$ cat config.mk
export PLATFORM = sky130hd
export DESIGN_NAME = banzai_infer_seq
export DESIGN_NICKNAME = d
export VERILOG_FILES = /design/src/rtl/banzai_pkg.sv /design/src/rtl/banzai_argmax.sv /design/src/rtl/banzai_infer_seq.sv
export SDC_FILE = /design/constraint.sdc
export NUM_CORES = 1
export LEC_CHECK = 0
export BUFFER_PORTS_ARGS = -buffer_cell sky130_fd_sc_hd__buf_4
export CAP_MARGIN = 40
export CORE_MARGIN = 3
export CORE_UTILIZATION = 51
export DETAILED_ROUTE_END_ITERATION = 6
export PLACE_DENSITY_LB_ADDON = 0.3
export SKIP_CTS_REPAIR_TIMING = 1
export SLEW_MARGIN = 20
export SYNTH_ARGS = -nofsm -noshare
export SYNTH_HDL_FRONTEND = slang
export SYNTH_SLANG_ARGS = --single-unit
$ cat constraint.sdc
create_clock -name clk -period 2.9 [get_ports clk]
set_input_delay 0.29 -clock clk [delete_from_list [all_inputs] [get_ports clk]]
set_output_delay 0.29 -clock clk [all_outputs]
set_load 0.1 [all_outputs]
$ cat src/rtl/banzai_pkg.sv
// Shared types and default parameters for the Bayesian machine inference sequencer.
package banzai_pkg;

  localparam int unsigned DefNObs   = 8;
  localparam int unsigned DefObsW   = 2;
  localparam int unsigned DefNClass = 4;
  localparam int unsigned DefCntW   = 8;
  localparam int unsigned DefSettle = 4;

  typedef enum logic [2:0] {
    StIdle,
    StLoad,
    StCompute,
    StSample,
    StArgmax,
    StDone
  } seq_state_e;

endpackage

$ cat src/rtl/banzai_argmax.sv
// Sequential argmax over packed vote counters, one class per cycle; ties keep the lowest index.
module banzai_argmax
  import banzai_pkg::*;
#(
  parameter int unsigned N_CLASS = DefNClass,
  parameter int unsigned CNT_W   = DefCntW
) (
  input  logic                       clk,
  input  logic                       rst_n,
  input  logic                       start_i,
  input  logic [N_CLASS*CNT_W-1:0]   counts_i,
  output logic                       done_o,
  output logic [$clog2(N_CLASS)-1:0] best_idx_o
);

  localparam int unsigned IdxW = $clog2(N_CLASS);

  logic             active_q, active_d;
  logic [IdxW-1:0]  idx_q, idx_d;
  logic [IdxW-1:0]  best_idx_q, best_idx_d;
  logic [CNT_W-1:0] best_val_q, best_val_d;
  logic [CNT_W-1:0] cur_val;
  logic             last;

  assign cur_val = counts_i[idx_q*CNT_W +: CNT_W];
  assign last    = (idx_q == IdxW'(N_CLASS - 1));

  always_comb begin
    active_d   = active_q;
    idx_d      = idx_q;
    best_idx_d = best_idx_q;
    best_val_d = best_val_q;
    if (start_i) begin
      active_d = 1'b1;
      idx_d    = '0;
    end else if (active_q) begin
      // Class 0 seeds the running best; later classes must strictly beat it.
      if ((idx_q == '0) || (cur_val > best_val_q)) begin
        best_idx_d = idx_q;
        best_val_d = cur_val;
      end
      if (last) begin
        active_d = 1'b0;
      end else begin
        idx_d = idx_q + 1'b1;
      end
    end
  end

  always_ff @(posedge clk or negedge rst_n) begin
    if (!rst_n) begin
      active_q   <= 1'b0;
      idx_q      <= '0;
      best_idx_q <= '0;
      best_val_q <= '0;
    end else begin
      active_q   <= active_d;
      idx_q      <= idx_d;
      best_idx_q <= best_idx_d;
      best_val_q <= best_val_d;
    end
  end

  assign done_o     = active_q && last;
  assign best_idx_o = best_idx_q;

endmodule

$ cat src/rtl/banzai_infer_seq.sv
// Inference sequencer: loads observations, runs stochastic cycles, votes, resolves argmax.
// Define BANZAI_SEQ_SATURATE_EN to make vote counters saturate instead of wrapping.
module banzai_infer_seq
  import banzai_pkg::*;
#(
  parameter int unsigned N_OBS   = DefNObs,
  parameter int unsigned OBS_W   = DefObsW,
  parameter int unsigned N_CLASS = DefNClass,
  parameter int unsigned CNT_W   = DefCntW,
  parameter int unsigned SETTLE  = DefSettle
) (
  input  logic                       clk,
  input  logic                       rst_n,
  input  logic                       start_i,
  input  logic [CNT_W-1:0]           n_cycles_i,
  input  logic [N_OBS*OBS_W-1:0]     obs_i,
  output logic                       busy_o,
  output logic                       done_o,
  output logic [$clog2(N_CLASS)-1:0] result_o,
  output logic [N_CLASS*CNT_W-1:0]   count_o,
  output logic                       arr_load_o,
  output logic [$clog2(N_OBS)-1:0]   arr_addr_o,
  output logic [OBS_W-1:0]           arr_obs_o,
  output logic                       arr_en_o,
  input  logic [N_CLASS-1:0]         arr_bits_i
);

  localparam int unsigned AddrW = $clog2(N_OBS);
  localparam int unsigned SetW  = $clog2(SETTLE + 1);

  seq_state_e                      state_q, state_d;
  logic [N_OBS*OBS_W-1:0]          obs_q, obs_d;
  logic [CNT_W-1:0]                rem_q, rem_d;
  logic [AddrW-1:0]                idx_q, idx_d;
  logic [SetW-1:0]                 settle_q, settle_d;
  logic [N_CLASS-1:0][CNT_W-1:0]   cnt_q, cnt_d;
  logic                            arg_start;
  logic                            arg_done;

  function automatic logic [CNT_W-1:0] vote_inc(input logic [CNT_W-1:0] v);
`ifdef BANZAI_SEQ_SATURATE_EN
    return (v == '1) ? v : v + 1'b1;
`else
    return v + 1'b1;
`endif
  endfunction

  always_comb begin
    state_d  = state_q;
    obs_d    = obs_q;
    rem_d    = rem_q;
    idx_d    = idx_q;
    settle_d = settle_q;
    cnt_d    = cnt_q;
    unique case (state_q)
      StIdle: begin
        if (start_i) begin
          obs_d   = obs_i;
          rem_d   = n_cycles_i;
          idx_d   = '0;
          cnt_d   = '0;
          state_d = StLoad;
        end
      end
      StLoad: begin
        if (idx_q == AddrW'(N_OBS - 1)) begin
          idx_d    = '0;
          settle_d = '0;
          state_d  = (rem_q == '0) ? StArgmax : StCompute;
        end else begin
          idx_d = idx_q + 1'b1;
        end
      end
      StCompute: begin
        if (settle_q == SetW'(SETTLE - 1)) begin
          state_d = StSample;
        end else begin
          settle_d = settle_q + 1'b1;
        end
      end
      StSample: begin
        for (int c = 0; c < int'(N_CLASS); c++) begin
          if (arr_bits_i[c]) begin
            cnt_d[c] = vote_inc(cnt_q[c]);
          end
        end
        rem_d    = rem_q - 1'b1;
        settle_d = '0;
        state_d  = (rem_q == CNT_W'(1)) ? StArgmax : StCompute;
      end
      StArgmax: begin
        if (arg_done) begin
          state_d = StDone;
        end
      end
      StDone: begin
        state_d = StIdle;
      end
      default: begin
        state_d = StIdle;
      end
    endcase
  end

  // Kick the scan on entry so the first class is examined in the first ARGMAX cycle.
  assign arg_start = (state_d == StArgmax) && (state_q != StArgmax);

  always_ff @(posedge clk or negedge rst_n) begin
    if (!rst_n) begin
      state_q  <= StIdle;
      obs_q    <= '0;
      rem_q    <= '0;
      idx_q    <= '0;
      settle_q <= '0;
      cnt_q    <= '0;
    end else begin
      state_q  <= state_d;
      obs_q    <= obs_d;
      rem_q    <= rem_d;
      idx_q    <= idx_d;
      settle_q <= settle_d;
      cnt_q    <= cnt_d;
    end
  end

  always_comb begin
    busy_o     = (state_q != StIdle) && (state_q != StDone);
    done_o     = (state_q == StDone);
    arr_load_o = (state_q == StLoad);
    arr_en_o   = (state_q == StCompute);
    arr_addr_o = '0;
    arr_obs_o  = '0;
    if (arr_load_o) begin
      arr_addr_o = idx_q;
      arr_obs_o  = obs_q[idx_q*OBS_W +: OBS_W];
    end
  end

  assign count_o = cnt_q;

  banzai_argmax #(
    .N_CLASS(N_CLASS),
    .CNT_W  (CNT_W)
  ) u_argmax (
    .clk       (clk),
    .rst_n     (rst_n),
    .start_i   (arg_start),
    .counts_i  (cnt_q),
    .done_o    (arg_done),
    .best_idx_o(result_o)
  );

endmodule

==> reports/metrics.yaml <==
diodes: 0
postRouteAntennaNets: 0
skew_ns: 0.0122
grt_max_degree: 56
vias: 3292
grt_pass1_vias: 3224
ys_async_sr_fraction: 1.00
min_from: "obs_i[5]"
core-area_sq_um: 7890
worstPathRequired_ns: 3.13
cts_sinks: 78
rows: 32
crit_family: "multiplexers"
die-height_microns: 96.9
synth_top_family_by_area: "simple AND/OR/NAND/NOR gates"
globalplace.congestion: 0.900
p_leak_nw: 2.50
synthMuxAreaShare: 0.100
yosys.area_share.simple: 0.191
yosysTopAreaCell: "dfrtp_1"
max_freq_mhz: 365
io_buffers: 73
synthTopCellsByArea: "dfrtp_1 46%, nand2_1 6.9%, ha_1 6.5%"
yosys.area.top_type_share: 0.463
dieArea_sq_um: 9390
grt.total_usage: 0.211
drive_gt1_frac: 0.282
reg2reg_slack_ns: 0.16
nets: 545
finalSetupTns_ns: 0
status: "finished, final reports clean"
fin_util: 0.655
cts_buffer_depth: 2
whs_ns: 0.123
r2r_cells: 8
wl_per_cell_microns: 16.0
io_pins: 74
end_kind: "flop"
rsz0062_at_grt: "no"
layout_setup_ws_ns: 0.162
drt_iter0_drc: 158
ys_seq_elements: 78
synth_edf_count: 0
cts_buffers: 9
finalHoldViolCount: 0
firstDrtPassIters: 4
setup_viol: 0
cts_tree: "built"
crit_buf_inv: 1
reg2reg_to: "u_argmax.best_idx_o[0]"
ir_worst_vdd_mv: 0.615
period_minus_slack_ns: 2.74
worst_pin_slew_ns: 0.630
syn_nets: 465
avgSynthCellArea_sq_um: 10.2
pwr_density_cell_nw_per_um2: 629
synth_xor_area_frac: 0.0520
path_cells: "mux4_2 > ha_1 > a21oi_1 > nand2_1 > a211o_2 > o211ai_4 > buf_12 > mux2_2"
arrival_ns: 2.97
clk_pin_slew_ns: 0.09
h-tree-depth: 3
die_w_microns: 96.9
grt_pass1_wl_microns: 16200
overflow: 0
synth_compound_gate_area_share: 0.0932
routed_wl_microns: 9570
synth_cells: 412
path_max_fanout: 9
synth-adder-area-share: 0.0653
worst_setup_path_start_kind: "flop"
synthToLayoutAreaGrowth_pct: 22.5
min_path_cells: 3
antenna_found_initial: 0
min_to: "obs_q[5]"
yosys_warnings: 0
crit_slowest_cell: "mux4_2"
dp_hpwl_microns: 7060
place_ws_ns: 0.0449
via_per_inst: 5.50
clockRootBuffer: "clkbuf_8"
synth_flop_cell: "dfrtp_1"
path_class: "flop to flop"
slew_viol_final: 0
yosysUniqueCellTypes: 49
start_util: 0.534
seq_area_frac_synth: 0.463
cp_slowest_stage_delay_ns: 0.54
syn-cell-area_sq_um: 4210
hp-class: "primary input to flop"
clk-insertion-delay-late_ns: 0.35
stdcell_count: 599
max_slew_margin: 0.580
max_cap_violations: 0
finalCritPeriodShare: 0.944
dp.cells: 581
reg2reg_from: "u_argmax.idx_q[0]"
drc: 0
==> layout make-up <==
class	instances	area, sq um
Clock buffer	10	138
Clock inverter	6	70.1
Fill cell	641	2730
Inverter	20	75.1
Multi-Input combinational cell	298	2120
Sequential cell	78	1960
Tap cell	102	128
Timing Repair Buffer	85	673
==> layer usage <==
metal  GRT usage  wire length (microns)
met5           0                      0
met4      0.0551                     40
met3      0.0346                    480
met2       0.322                   4520
met1       0.314                   4520
==> worst max-delay path by stage <==
stage	start	endpoint	slack [ns]	cells after the start
2_1_floorplan	count_o[21]	u_argmax.best_idx_o[0]	0.0007	7
3_3_place_gp	u_argmax.idx_q[0]	u_argmax.best_idx_o[0]	0.09	7
3_5_place_dp	u_argmax.idx_q[0]	u_argmax.best_idx_o[0]	0.04	7
4_1_cts	u_argmax.idx_q[0]	u_argmax.best_idx_o[0]	0.02	7
5_1_grt	u_argmax.idx_q[0]	u_argmax.best_idx_o[0]	0.05	8
6_report	u_argmax.idx_q[0]	u_argmax.best_idx_o[0]	0.16	8
==> where the power goes <==
part | switching (mW) | leakage (nW) | internal [mW]
registers | 0.190 | 0.992 | 1.20
logic | 0.737 | 1.41 | 0.277
clock network | 0.414 | 0.0951 | 0.425
total | 1.34 | 2.50 | 1.90
==> stage by stage <==
step                area [sq um]  power [mW]
floorplan                   4220        2.12
global placement            4900        2.40
detailed placement          4920        2.42
CTS                         5130        3.27
global route                5160        3.39
finish                      5160        3.24
==> layout by cell type (no fill, tap or decap), types with 3 or more instances in the layout <==
cell        netlist  layout
a21oi_1          11      11
a21oi_4           3       3
a31oi_1           5       5
a32o_1            4       4
and2_1            3       3
and3_1            8       8
buf_4             1      82
clkbuf_8          0      10
clkinvlp_4        0       3
dfrtp_1          78      72
dfrtp_2           0       6
ha_1             22      22
inv_1            19      19
mux2_2           10      10
mux2i_1           4       4
mux4_2           12      12
nand2_1          78      78
nand2b_1          3       3
nand3_1          19      19
nand4_1           4       4
nand4b_1          3       3
nor2_1           40      40
o211ai_1          5       5
o21ai_0          13      13
xnor2_1           9       9
xor2_1           16      16
==> logic make-up after synthesis <==
logic type / count (synthesis)
AOI/OAI and AO/OA: 53
DFF: 78
xor gates and xnor gates: 25
buffers and inverters: 36
adders and majority gates: 22
muxes: 26
and+or+nand+nor: 172
==> worst register-to-register path, cell delays in order (launching register included) <==
cell	delay [ns]
dfrtp_2	0.47
mux4_2	0.55
ha_1	0.35
a21oi_1	0.14
nand2_1	0.06
a211o_2	0.35
o211ai_4	0.22
buf_12	0.16
mux2_2	0.34
==> Yosys cell counts (2+ instances only) <==
master	n
o22ai_1	2
o311ai_0	2
and2_1	3
nand4_1	4
nor2_1	40
a31oi_1	5
mux2i_1	4
xnor2_1	9
xor2_1	16
nand2_1	78
a21oi_4	3
mux4_2	12
and3_1	8
nand3_1	19
inv_1	19
a32o_1	4
a221o_1	2
buf_2	7
a21oi_1	11
nand4b_1	3
dfrtp_1	78
o21ai_0	13
mux2_2	10
and4_1	2
clkbuf_1	7
ha_1	22
nand2b_1	3
o211ai_1	5
==> flip-flops by register name, indices dropped and copies added, names as in the netlist <==
name,count
count_o,32
idx_q,3
obs_q,16
rem_q,8
settle_q,3
state_q,3
u_argmax.active_q,1
u_argmax.best_idx_o,2
u_argmax.best_val_q,8
u_argmax.idx_q,2
Power figures use the tool's default switching activity.
